File: src/rtl/spi_sram_arbiter_if.sv
// spi_sram_arbiter_if: two requester ports plus the SPI SRAM master request/read-data bus
interface spi_sram_arbiter_if;
  logic [23:0] p0_addr, p1_addr, mem_addr;
  logic        p0_en, p1_en, p0_wr, p1_wr;
  logic        p0_rburst, p1_rburst, p0_wburst, p1_wburst;
  logic [7:0]  p0_wdata, p1_wdata, p0_rdata, p1_rdata, mem_wdata, mem_rdata0;
  logic        p0_rdy, p1_rdy, p0_rvalid, p1_rvalid;
  logic        mem_wr, mem_rburst, mem_wburst, mem_en, mem_rdy, mem_rdata_load;
  modport slave (
    input  p0_addr, p0_en, p0_wr, p0_rburst, p0_wburst, p0_wdata,
    input  p1_addr, p1_en, p1_wr, p1_rburst, p1_wburst, p1_wdata,
    input  mem_rdy, mem_rdata_load, mem_rdata0,
    output p0_rdy, p0_rvalid, p0_rdata, p1_rdy, p1_rvalid, p1_rdata,
    output mem_addr, mem_wr, mem_wdata, mem_rburst, mem_wburst, mem_en
  );
  modport master (
    output p0_addr, p0_en, p0_wr, p0_rburst, p0_wburst, p0_wdata,
    output p1_addr, p1_en, p1_wr, p1_rburst, p1_wburst, p1_wdata,
    output mem_rdy, mem_rdata_load, mem_rdata0,
    input  p0_rdy, p0_rvalid, p0_rdata, p1_rdy, p1_rvalid, p1_rdata,
    input  mem_addr, mem_wr, mem_wdata, mem_rburst, mem_wburst, mem_en
  );
endinterface

File: src/rtl/spi_sram_arbiter.sv
// spi_sram_arbiter: round-robin two-port arbiter in front of an SPI SRAM master; define SPI_SRAM_ARB_BURST_LIMIT_EN to cap bursts at MAX_BURST beats
module spi_sram_arbiter #(
  parameter int MAX_BURST = 16
) (
  input logic clk,
  input logic rst,
  spi_sram_arbiter_if.slave io_bus
);
  typedef enum logic {ARB, OWN} state_t;
  state_t      r_state;
  logic        r_g, r_last, r_rd_owner, r_rd_seen;
  logic        w_own, w_en, w_wr, w_rburst, w_wburst, w_capped, w_acc, w_burst, w_win;
  logic [23:0] w_addr;
  logic [7:0]  w_wdata;
  // Select the owner's request; outputs are forced quiet whenever no owner exists or reset is held
  always_comb begin
    w_own    = (r_state == OWN) & ~rst;
    w_en     = r_g ? io_bus.p1_en     : io_bus.p0_en;
    w_wr     = r_g ? io_bus.p1_wr     : io_bus.p0_wr;
    w_rburst = r_g ? io_bus.p1_rburst : io_bus.p0_rburst;
    w_wburst = r_g ? io_bus.p1_wburst : io_bus.p0_wburst;
    w_addr   = r_g ? io_bus.p1_addr   : io_bus.p0_addr;
    w_wdata  = r_g ? io_bus.p1_wdata  : io_bus.p0_wdata;
    w_acc    = w_own & w_en & io_bus.mem_rdy;
    w_burst  = w_wr ? (w_wburst & ~w_capped) : (w_rburst & ~w_capped);
    w_win    = (io_bus.p0_en & io_bus.p1_en) ? ~r_last : io_bus.p1_en;
  end
  assign io_bus.mem_en     = w_own & w_en;
  assign io_bus.mem_wr     = w_own & w_wr;
  assign io_bus.mem_addr   = w_own ? w_addr : 24'h0;
  assign io_bus.mem_wdata  = w_own ? w_wdata : 8'h0;
  assign io_bus.mem_rburst = w_own & w_rburst & ~w_capped;
  assign io_bus.mem_wburst = w_own & w_wburst & ~w_capped;
  assign io_bus.p0_rdy     = w_own & ~r_g & io_bus.mem_rdy & io_bus.p0_en;
  assign io_bus.p1_rdy     = w_own & r_g & io_bus.mem_rdy & io_bus.p1_en;
  assign io_bus.p0_rvalid  = ~rst & io_bus.mem_rdata_load & r_rd_seen & ~r_rd_owner;
  assign io_bus.p1_rvalid  = ~rst & io_bus.mem_rdata_load & r_rd_seen & r_rd_owner;
  assign io_bus.p0_rdata   = io_bus.mem_rdata0;
  assign io_bus.p1_rdata   = io_bus.mem_rdata0;
`ifdef SPI_SRAM_ARB_BURST_LIMIT_EN
  localparam int CW = $clog2(MAX_BURST + 1);
  logic [CW-1:0] r_cnt;
  // Count accepted beats of the current ownership, saturating; idle ARB cycles restart it
  always_ff @(posedge clk)
    if (rst || r_state == ARB) r_cnt <= '0;
    else if (w_acc && !(&r_cnt)) r_cnt <= r_cnt + CW'(1);
  assign w_capped = r_cnt >= CW'(MAX_BURST - 1);
`else
  assign w_capped = 1'b0 & (MAX_BURST > 0);
`endif
  // Ownership FSM: grant in ARB, release on a non-burst accept or when the owner withdraws
  always_ff @(posedge clk)
    if (rst) begin
      r_state <= ARB;
      r_g     <= 1'b0;
      r_last  <= 1'b1;
    end else if (r_state == ARB) begin
      if (io_bus.p0_en | io_bus.p1_en) begin
        r_state <= OWN;
        r_g     <= w_win;
        r_last  <= w_win;
      end
    end else if (w_acc ? !w_burst : !w_en) r_state <= ARB;
  // Remember who issued the latest accepted read so returning bytes are routed to it
  always_ff @(posedge clk)
    if (rst) begin
      r_rd_owner <= 1'b0;
      r_rd_seen  <= 1'b0;
    end else if (w_acc && !w_wr) begin
      r_rd_owner <= r_g;
      r_rd_seen  <= 1'b1;
    end
endmodule

File: src/flat_wrapper.sv
// flat-port wrapper written by rule: the top's interface ports become plain ports
module spi_sram_arbiter_flat 
#(
  parameter int MAX_BURST = 16
)
  (clk, rst, io_bus_p0_addr, io_bus_p0_en, io_bus_p0_wr, io_bus_p0_rburst, io_bus_p0_wburst, io_bus_p0_wdata, io_bus_p1_addr, io_bus_p1_en, io_bus_p1_wr, io_bus_p1_rburst, io_bus_p1_wburst, io_bus_p1_wdata, io_bus_mem_rdy, io_bus_mem_rdata_load, io_bus_mem_rdata0, io_bus_p0_rdy, io_bus_p0_rvalid, io_bus_p0_rdata, io_bus_p1_rdy, io_bus_p1_rvalid, io_bus_p1_rdata, io_bus_mem_addr, io_bus_mem_wr, io_bus_mem_wdata, io_bus_mem_rburst, io_bus_mem_wburst, io_bus_mem_en);
  spi_sram_arbiter_if io_bus_i ();
  input logic clk;
  input logic rst;
  input wire logic [$bits(io_bus_i.p0_addr)-1:0] io_bus_p0_addr;
  input wire logic [$bits(io_bus_i.p0_en)-1:0] io_bus_p0_en;
  input wire logic [$bits(io_bus_i.p0_wr)-1:0] io_bus_p0_wr;
  input wire logic [$bits(io_bus_i.p0_rburst)-1:0] io_bus_p0_rburst;
  input wire logic [$bits(io_bus_i.p0_wburst)-1:0] io_bus_p0_wburst;
  input wire logic [$bits(io_bus_i.p0_wdata)-1:0] io_bus_p0_wdata;
  input wire logic [$bits(io_bus_i.p1_addr)-1:0] io_bus_p1_addr;
  input wire logic [$bits(io_bus_i.p1_en)-1:0] io_bus_p1_en;
  input wire logic [$bits(io_bus_i.p1_wr)-1:0] io_bus_p1_wr;
  input wire logic [$bits(io_bus_i.p1_rburst)-1:0] io_bus_p1_rburst;
  input wire logic [$bits(io_bus_i.p1_wburst)-1:0] io_bus_p1_wburst;
  input wire logic [$bits(io_bus_i.p1_wdata)-1:0] io_bus_p1_wdata;
  input wire logic [$bits(io_bus_i.mem_rdy)-1:0] io_bus_mem_rdy;
  input wire logic [$bits(io_bus_i.mem_rdata_load)-1:0] io_bus_mem_rdata_load;
  input wire logic [$bits(io_bus_i.mem_rdata0)-1:0] io_bus_mem_rdata0;
  output wire logic [$bits(io_bus_i.p0_rdy)-1:0] io_bus_p0_rdy;
  output wire logic [$bits(io_bus_i.p0_rvalid)-1:0] io_bus_p0_rvalid;
  output wire logic [$bits(io_bus_i.p0_rdata)-1:0] io_bus_p0_rdata;
  output wire logic [$bits(io_bus_i.p1_rdy)-1:0] io_bus_p1_rdy;
  output wire logic [$bits(io_bus_i.p1_rvalid)-1:0] io_bus_p1_rvalid;
  output wire logic [$bits(io_bus_i.p1_rdata)-1:0] io_bus_p1_rdata;
  output wire logic [$bits(io_bus_i.mem_addr)-1:0] io_bus_mem_addr;
  output wire logic [$bits(io_bus_i.mem_wr)-1:0] io_bus_mem_wr;
  output wire logic [$bits(io_bus_i.mem_wdata)-1:0] io_bus_mem_wdata;
  output wire logic [$bits(io_bus_i.mem_rburst)-1:0] io_bus_mem_rburst;
  output wire logic [$bits(io_bus_i.mem_wburst)-1:0] io_bus_mem_wburst;
  output wire logic [$bits(io_bus_i.mem_en)-1:0] io_bus_mem_en;
  assign io_bus_i.p0_addr = io_bus_p0_addr;
  assign io_bus_i.p0_en = io_bus_p0_en;
  assign io_bus_i.p0_wr = io_bus_p0_wr;
  assign io_bus_i.p0_rburst = io_bus_p0_rburst;
  assign io_bus_i.p0_wburst = io_bus_p0_wburst;
  assign io_bus_i.p0_wdata = io_bus_p0_wdata;
  assign io_bus_i.p1_addr = io_bus_p1_addr;
  assign io_bus_i.p1_en = io_bus_p1_en;
  assign io_bus_i.p1_wr = io_bus_p1_wr;
  assign io_bus_i.p1_rburst = io_bus_p1_rburst;
  assign io_bus_i.p1_wburst = io_bus_p1_wburst;
  assign io_bus_i.p1_wdata = io_bus_p1_wdata;
  assign io_bus_i.mem_rdy = io_bus_mem_rdy;
  assign io_bus_i.mem_rdata_load = io_bus_mem_rdata_load;
  assign io_bus_i.mem_rdata0 = io_bus_mem_rdata0;
  assign io_bus_p0_rdy = io_bus_i.p0_rdy;
  assign io_bus_p0_rvalid = io_bus_i.p0_rvalid;
  assign io_bus_p0_rdata = io_bus_i.p0_rdata;
  assign io_bus_p1_rdy = io_bus_i.p1_rdy;
  assign io_bus_p1_rvalid = io_bus_i.p1_rvalid;
  assign io_bus_p1_rdata = io_bus_i.p1_rdata;
  assign io_bus_mem_addr = io_bus_i.mem_addr;
  assign io_bus_mem_wr = io_bus_i.mem_wr;
  assign io_bus_mem_wdata = io_bus_i.mem_wdata;
  assign io_bus_mem_rburst = io_bus_i.mem_rburst;
  assign io_bus_mem_wburst = io_bus_i.mem_wburst;
  assign io_bus_mem_en = io_bus_i.mem_en;
  spi_sram_arbiter #(.MAX_BURST(MAX_BURST)) u_core (.clk(clk), .rst(rst), .io_bus(io_bus_i));
endmodule
File: config.mk
export PLATFORM = sky130hd
export DESIGN_NAME = spi_sram_arbiter_flat
export DESIGN_NICKNAME = d
export VERILOG_FILES = /design/src/rtl/spi_sram_arbiter_if.sv /design/src/rtl/spi_sram_arbiter.sv /design/src/flat_wrapper.sv
export SDC_FILE = /design/constraint.sdc
export NUM_CORES = 1
export LEC_CHECK = 0
export ABC_AREA = 1
export CORE_MARGIN = 3
export CORE_UTILIZATION = 21
export CTS_CLUSTER_SIZE = 12
export DETAILED_ROUTE_END_ITERATION = 8
export GPL_TIMING_DRIVEN = 0
export PLACE_DENSITY = 0.79
export SLEW_MARGIN = 5
export SYNTH_ARGS = -nofsm -noshare
export SYNTH_HDL_FRONTEND = slang
export SYNTH_SLANG_ARGS = --single-unit
File: constraint.sdc
create_clock -name clk -period 0.86 [get_ports clk]
set_input_delay 0.129 -clock clk [delete_from_list [all_inputs] [get_ports clk]]
set_output_delay 0.129 -clock clk [all_outputs]
set_load 0.01 [all_outputs]
### Word-level counts from Yosys, hierarchy flattened

Index checks and enable logic that the tools add are counted.

| storage, ports and cells | value |
|---|---|
| flip-flop bits (word level) | 5 |
| output and inout port bits | 56 |
| word-level logic and storage cells | 47 |

| operators by class | value |
|---|---|
| multiplexer cells | 14 |
| bitwise operators | 23 |
| reductions and logical operators | 5 |

Operator list:

| cell | count |
|---|---|
| 2-to-1 mux 24 bit | 2 |
| AND 1 bit | 17 |
| 2-to-1 mux 8 bit | 2 |
| 2-to-1 mux 1 bit | 10 |
| NOT 1 bit | 5 |
| logical NOT 1 bit | 3 |
| AND reduction 2 bit | 1 |
| logical AND 1 bit | 1 |
| OR 1 bit | 1 |

### Logic depth before layout (Yosys ltp)

Gate-level depths: netlist of the first run.

| logic depth | value |
|---|---|
| depth in word-level cells | 7 |
| depth in mapped cells | 7 |

### Worst setup path after synthesis of the first run

Ideal clock, no wire load.

| timing path | value |
|---|---|
| kind | reg2out |
| from | register u_core.r_g |
| to | output io_bus_mem_addr[15] |
| data arrival time | 0.923 ns |
| slack | -0.192 ns |
| cell stages (with the launch flop) | 5 |
| path through | dfxtp_1 -> buf_4 -> buf_4 -> nand2_1 -> a21oi_1 |

| on the way | value |
|---|---|
| longest elaborated chain between the ends | 2 |

Ends and longest elaborated chain:

| element | RTL line | text |
|---|---|---|
| start: declaration | spi_sram_arbiter.sv:11 | `logic r_g, r_last, r_rd_owner, r_rd_seen;` |
| start signal: assignment | spi_sram_arbiter.sv:60 | `r_g <= w_win;` |
| 2-to-1 mux 24 bit | spi_sram_arbiter.sv:22 | `w_addr = r_g ? io_bus.p1_addr : io_bus.p0_addr;` |
| 2-to-1 mux 24 bit | spi_sram_arbiter.sv:30 | `assign io_bus.mem_addr = w_own ? w_addr : 24'h0;` |
| end: declaration | flat_wrapper.sv:31 | `output wire logic [$bits(io_bus_i.mem_addr)-1:0] io_bus_mem_addr;` |

No other way between the ends.

### Worst setup path after layout of the first run

| timing path | value |
|---|---|
| from | register u_core.r_g |
| to | output io_bus_mem_addr[17] |

The elaborated chain is that of the path after synthesis.

==> results.sh, run 1 <==
export IMPL_dr_pass1_iters=4
export IMPL_root_buffer="clkbuf_8"
export IMPL_power_leakage_uw=0.00139
export IMPL_final_max_slew_viol_count=0
export IMPL_worst_r2r_setup_slack_ns=-0.35
export IMPL_setup_viol=44
export IMPL_max_slew_margin_pct=86.1
export IMPL_routed_wl_met2_um=2880
export IMPL_grt_overflow=0
export IMPL_comb_power_share_pct=68.8
export IMPL_tightest_slew_ns=0.209
export IMPL_path_class="reg -> out"
export IMPL_io_pins=140
export IMPL_p_sw_uw=847
export IMPL_rsz0062_at_grt="true"
export IMPL_violations="setup timing"
export IMPL_numCtsBuffers=3
export IMPL_cts_max_path_buffers=2
export IMPL_drtAntennaViolNets=0
export IMPL_critPathRequiredTime_ns=0.73
export IMPL_fmax_mhz=696
export IMPL_grt_usage_pct=19.6
export IMPL_post_route_min_period_ns=1.44
export IMPL_hold_class="in -> reg"
export IMPL_crit_start="u_core.r_g$_SDFFE_PP0P_"
export IMPL_diodes=0
export IMPL_cts_sinks=5
export IMPL_drv_cap=0
export IMPL_start_kind="flip-flop"
export IMPL_worst_r2r_path_depth=7
export IMPL_final_common_cell="clkdlybuf4s50_1"
export IMPL_wl_per_cell_um=14.4
export IMPL_syn_area_um2=907
export IMPL_holdBufCountCts=0
export IMPL_core_um2=4090
export IMPL_hold_viol_final=0
export IMPL_switching_share_pct=36.9
export IMPL_post_dp_hpwl_um=4000
export IMPL_num_rows=23
export IMPL_gp_congestion=0.794
export IMPL_initial_core_util_pct=22.2
export IMPL_ys_seq_area_share_pct=11.0
export IMPL_h_tree_depth=1
export IMPL_ir_worst_vdd_uv=982
export IMPL_p_seq_share_pct=11.7
export IMPL_yosysWarningCount=0
export IMPL_cts_reportedPaths_clkPinSlew_ns=0.03
export IMPL_avgSynthCellArea_um2=5.10
export IMPL_dr_max_layer_used="met4"
export IMPL_met3_length_um=450
export IMPL_yosysUniqueCellTypes=14
export IMPL_nets=411
export IMPL_fp_dieArea_um2=5140
export IMPL_powerDensity_nw_per_um2=753
export IMPL_fin_crit_sh_pct=167
export IMPL_r2r_end="u_core.r_rd_owner$_SDFFE_PP0P_"
export IMPL_fin_area_um2=3050
export IMPL_clock_latency_ns=0.23
export IMPL_endpoint="io_bus_mem_addr[17]"
export IMPL_postPlaceCellArea_um2=2680
export IMPL_power_internal_uw=1450
export IMPL_setup_worst_path_end_class="output port"
export IMPL_antenna_found_initial=0
export IMPL_grt_pass1_wl_um=8240
export IMPL_area_growth_pct=236
export IMPL_cp_arrival_ns=1.31
export IMPL_port_buffers=131
export IMPL_via_count=1720
export IMPL_yosys_area_top_type="nand2_1"
export IMPL_final_setup_tns_ns=-20.89
export IMPL_synthCells=178
export IMPL_synth_top_cell_area_share_pct=34.3
export IMPL_synthesis_nets=262
export IMPL_ys_ff_latch=5
export IMPL_power_frac_clock_pct=19.5
export IMPL_drt_iter0_drc=25
export IMPL_cp_max_fo=6
export IMPL_fp_dieH_um=71.7
export IMPL_cts_tree="yes"
export IMPL_synth_top_cells_by_area="nand2_1 (34%), a21oi_1 (20%), buf_4 (17%)"
export IMPL_final_cell_mix="clkdlybuf4s50_1 (73), nand2_1 (62), a21oi_4 (29)"
export IMPL_status="finished with violations"
export IMPL_fin_ws_ns=-0.577
export IMPL_fin_skew_ns=0.00215
export IMPL_whs_ns=0.190
export IMPL_wl_met1_um=1960
export IMPL_grt_pass1_vias=1820
export IMPL_die_x_um=71.7
export IMPL_grt_max_degree=11
export IMPL_drive_gt1_share_pct=49.4
export IMPL_drt_drc_violations_left=0
export IMPL_drt_wl_total_um=5410
export IMPL_vias_per_cell=4.57
export IMPL_r2r_start="u_core.r_g$_SDFFE_PP0P_"
## flip-flops by register name, indices dropped and copies added (netlist names)
name and cells:
u_core.r_state 1, u_core.r_last 1, u_core.r_rd_seen 1, u_core.r_rd_owner 1
u_core.r_g 1
## how the worst min path moves through the flow
stage,end,from,cells past startpoint,slack [ns]
after floorplan,u_core.r_g$_SDFFE_PP0P_,rst,1,0.19
after detailed placement,u_core.r_rd_seen$_SDFFE_PP0P_,u_core.r_rd_seen$_SDFFE_PP0P_,2,0.45
after global placement,u_core.r_last$_SDFFE_PP1P_,u_core.r_last$_SDFFE_PP1P_,2,0.44
after global routing,u_core.r_g$_SDFFE_PP0P_,rst,2,0.19
after CTS,u_core.r_g$_SDFFE_PP0P_,rst,2,0.37
final,u_core.r_g$_SDFFE_PP0P_,rst,2,0.19
## routing by layer
metal / global-route usage, % / vias to the layer above
li1: - / 845
met1: 21.7 / 785
met2: 36.4 / 81
met3: 4.07 / 9
met4: 6.89 / 0
met5: 0 / -
## Yosys cell counts
cell,instances
a21oi_1,36
buf_2,6
buf_4,20
dfxtp_1,5
inv_1,6
inv_2,3
nand2_1,83
nand2_2,2
nand3_1,7
nand3b_1,1
nand4_1,1
nor2_1,5
nor2_4,1
o21ai_0,2
## final cells by class
type,instances,area [um^2]
tap,50,62.6
fill,321,1040
buffer,26,283
sequential,5,108
inverter,9,46.3
multi-input combinational,138,1060
clock buffer,4,45.0
timing repair buffer,144,1440
## repair_timing
item                       in CTS  in global routing
pin swaps                       6                 12
gates resized for setup       233                 39
setup endpoints to repair      51                 53
setup buffers                   8                  4
gates cloned                    3                  1
## critical path, cell delays in order, from the launching register on
cell,delay (ns)
dfxtp_4,0.39
buf_12,0.14
buf_8,0.12
buf_6,0.12
nand2_2,0.06
a21oi_4,0.12
buf_6,0.11
## power groups by stage
| stage | combinational, uW | clock, uW | sequential [uW] |
|---|---|---|---|
| after floorplan | 684 | 0 | 265 |
| after detailed placement | 1360 | 0 | 266 |
| after CTS | 1560 | 465 | 267 |
| after global routing | 1680 | 471 | 269 |
| after global placement | 1340 | 0 | 266 |
| final | 1580 | 448 | 268 |
## kinds of logic after synthesis
| family | after synthesis | share of synthesized area (%) |
|---|---|---|
| AND/OR/NAND/NOR | 100 | 44.4 |
| buffers and inverters | 35 | 23.6 |
| AO/OA/AOI/OAI | 38 | 21.0 |
| flip-flops | 5 | 11.0 |
## per-stage QoR
step / power [uW] / setup slack [ns] / utilization (%) / std cells
after global placement: 1610 / -1.09 / 65.6 / 359
after CTS: 2290 / -0.590 / 72.4 / 374
final: 2300 / -0.577 / 74.6 / 376
after detailed placement: 1630 / -1.11 / 65.6 / 359
after global routing: 2420 / -0.623 / 74.6 / 376
after floorplan: 949 / -0.121 / - / 178
Power figures use the tool's default switching activity.
==> run 2, diff against run 1 <==
- SKIP_LAST_GASP: unset -> 1
==> run 2 against run 1 <==
  * Critical path depth unchanged
  * Clock skew fell by 0.00076 ns
  * Sequential power hardly changed
  * First-iteration DRC count up 48%
  * Sequential share of layout area about the same
  * Via count shrank 0.76%
  * Routed wire length fell by 3.9%
  * Largest power group unchanged
  * The run still ends with setup timing left
  * Critical path type unchanged
  * Maximum frequency about the same
==> results.sh, run 2 (synthesized netlist as in run 1, its figures left out) <==
export IMPL_power_internal_uw=1440
export IMPL_hold_class="in -> reg"
export IMPL_p_seq_share_pct=11.8
export IMPL_slowest_delay_ns=0.40
export IMPL_drtAntennaViolNets=0
export IMPL_hold_viol_final=0
export IMPL_nets=410
export IMPL_fp_dieH_um=71.7
export IMPL_critPathSlowestCell="dfxtp_4"
export IMPL_final_setup_tns_ns=-20.53
export IMPL_cts_tree="yes"
export IMPL_crit_top_cell="buf_6"
export IMPL_wl_per_cell_um=13.9
export IMPL_cp_arrival_ns=1.31
export IMPL_post_place_ws_ns=-1.11
export IMPL_cts_sinks=5
export IMPL_power_leakage_uw=0.00134
export IMPL_comb_power_share_pct=68.2
export IMPL_setup_worst_path_end_class="output port"
export IMPL_via_count=1707
export IMPL_start_kind="flip-flop"
export IMPL_final_cell_mix="clkdlybuf4s50_1 (75), nand2_1 (59), a21oi_4 (29)"
export IMPL_p_sw_uw=829
export IMPL_fp_dieArea_um2=5140
export IMPL_grt_pass1_wl_um=8250
export IMPL_drive_gt1_share_pct=47.7
export IMPL_status="finished with violations"
export IMPL_num_rows=23
export IMPL_cp_max_fo=7
export IMPL_rsz0062_at_grt="true"
export IMPL_fin_crit_sh_pct=167
export IMPL_setup_viol=45
export IMPL_r2r_start="u_core.r_g$_SDFFE_PP0P_"
export IMPL_initial_core_util_pct=22.2
export IMPL_cts_max_path_buffers=2
export IMPL_area_growth_pct=233
export IMPL_fin_skew_ns=0.00140
export IMPL_cts_reportedPaths_clkPinSlew_ns=0.04
export IMPL_critPathRequiredTime_ns=0.73
export IMPL_port_buffers=131
export IMPL_powerDensity_nw_per_um2=749
export IMPL_post_place_cells=359
export IMPL_endpoint="io_bus_mem_addr[20]"
export IMPL_grt_max_degree=11
export IMPL_clock_latency_ns=0.23
export IMPL_final_util_pct=74.0
export IMPL_path_class="reg -> out"
export IMPL_io_pins=140
export IMPL_fin_ws_ns=-0.576
export IMPL_worst_r2r_path_depth=7
export IMPL_switching_share_pct=36.6
export IMPL_gp_congestion=0.794
export IMPL_crit_start="u_core.r_g$_SDFFE_PP0P_"
export IMPL_root_buffer="clkbuf_8"
export IMPL_post_dp_hpwl_um=4000
export IMPL_final_common_cell="clkdlybuf4s50_1"
export IMPL_post_route_min_period_ns=1.44
export IMPL_power_frac_clock_pct=19.9
export IMPL_die_x_um=71.7
export IMPL_max_slew_margin_pct=71.6
export IMPL_worst_r2r_setup_slack_ns=-0.39
export IMPL_tightest_slew_ns=0.421
export IMPL_ir_worst_vdd_uv=978
export IMPL_instances_no_fill=375
export IMPL_vias_per_cell=4.55
export IMPL_core_um2=4090
export IMPL_drt_iter0_drc=37
export IMPL_h_tree_depth=1
export IMPL_r2r_end="u_core.r_g$_SDFFE_PP0P_"
export IMPL_fmax_mhz=696
export IMPL_numCtsBuffers=3
export IMPL_antenna_found_initial=0
export IMPL_grt_overflow=0
export IMPL_drt_wl_total_um=5200
export IMPL_cp_cell_sequence="buf_12 > buf_8 > buf_6 > nand2_2 > a21oi_4 > buf_6"
export IMPL_diodes=0
export IMPL_grt_usage_pct=19.6
export IMPL_final_max_slew_viol_count=0
export IMPL_dr_pass1_iters=4
export IMPL_grt_pass1_vias=1820
export IMPL_violations="setup timing"
export IMPL_drt_drc_violations_left=0
export IMPL_drv_cap=0
run 2: cell types whose count changed in the layout (fill, tap and decap cells not counted), moves of 2 or more:
cell,before,now
clkdlybuf4s15_2,0,7
buf_2,16,12
a21oi_1,2,6
nand3_1,2,4
dlymetal6s2s_1,10,8
nand2_1,62,59
nand2_2,17,20
clkdlybuf4s50_1,73,75
buf_6,28,25
nand3_2,5,3
a21oi_2,5,1
run 2: metrics by stage:
step / hold WS (ns) / instance area [um^2] / total power (uW)
floorplan: 0.191 / 1310 / 949
global placement: 0.443 / 2680 / 1610
detailed placement: 0.452 / 2680 / 1630
CTS: 0.350 / 2970 / 2290
global route: 0.177 / 3020 / 2390
finish: 0.170 / 3020 / 2260
run 2: final cells by class:
type	count	area [um^2]
Buffer	26	283
Sequential cell	5	108
Clock buffer	4	45.0
Multi-Input combinational cell	138	1040
Timing Repair Buffer	143	1440
Tap cell	50	62.6
Inverter	9	46.3
Fill cell	316	1060
run 2: what timing repair did:
item	CTS	global route
pin swaps	6	12
gates resized for setup	216	37
cloned	3	0
setup endpoints to repair	51	53
setup buffers	8	3
hold buffers	0	0
hold endpoints to repair	0	0
run 2: power by group through the flow:
stage / logic [uW] / registers [uW] / clock network (uW)
after floorplan: 684 / 265 / 0
after global placement: 1340 / 266 / 0
after detailed placement: 1360 / 266 / 0
after CTS: 1550 / 266 / 465
after global routing: 1650 / 270 / 471
final: 1540 / 268 / 451
run 2: layer usage:
metal,vias to the layer above,wire length (um),GRT usage [%]
li1,845,-,-
met1,774,1860,22.0
met2,79,2730,36.1
met3,9,483,4.07
met4,0,119,6.89
met5,-,0,0
run 2: worst max-delay path, delay by kind of cell, from the launching register on:
| family | cells | cell delay (ns) |
|---|---|---|
| buffers and inverters | 4 | 0.50 |
| DFF | 1 | 0.40 |
| AOI/OAI and AO/OA | 1 | 0.12 |
| and+or+nand+nor | 1 | 0.06 |
run 2: worst min path at each step:
stage          slack (ns)                           from  depth (start not counted)                       endpoint
2_1_floorplan        0.19                            rst                          1        u_core.r_g$_SDFFE_PP0P_
3_3_place_gp         0.44     u_core.r_last$_SDFFE_PP1P_                          2     u_core.r_last$_SDFFE_PP1P_
3_5_place_dp         0.45  u_core.r_rd_seen$_SDFFE_PP0P_                          2  u_core.r_rd_seen$_SDFFE_PP0P_
4_1_cts              0.35                            rst                          2        u_core.r_g$_SDFFE_PP0P_
5_1_grt              0.18                            rst                          2        u_core.r_g$_SDFFE_PP0P_
6_report             0.17                            rst                          2        u_core.r_g$_SDFFE_PP0P_
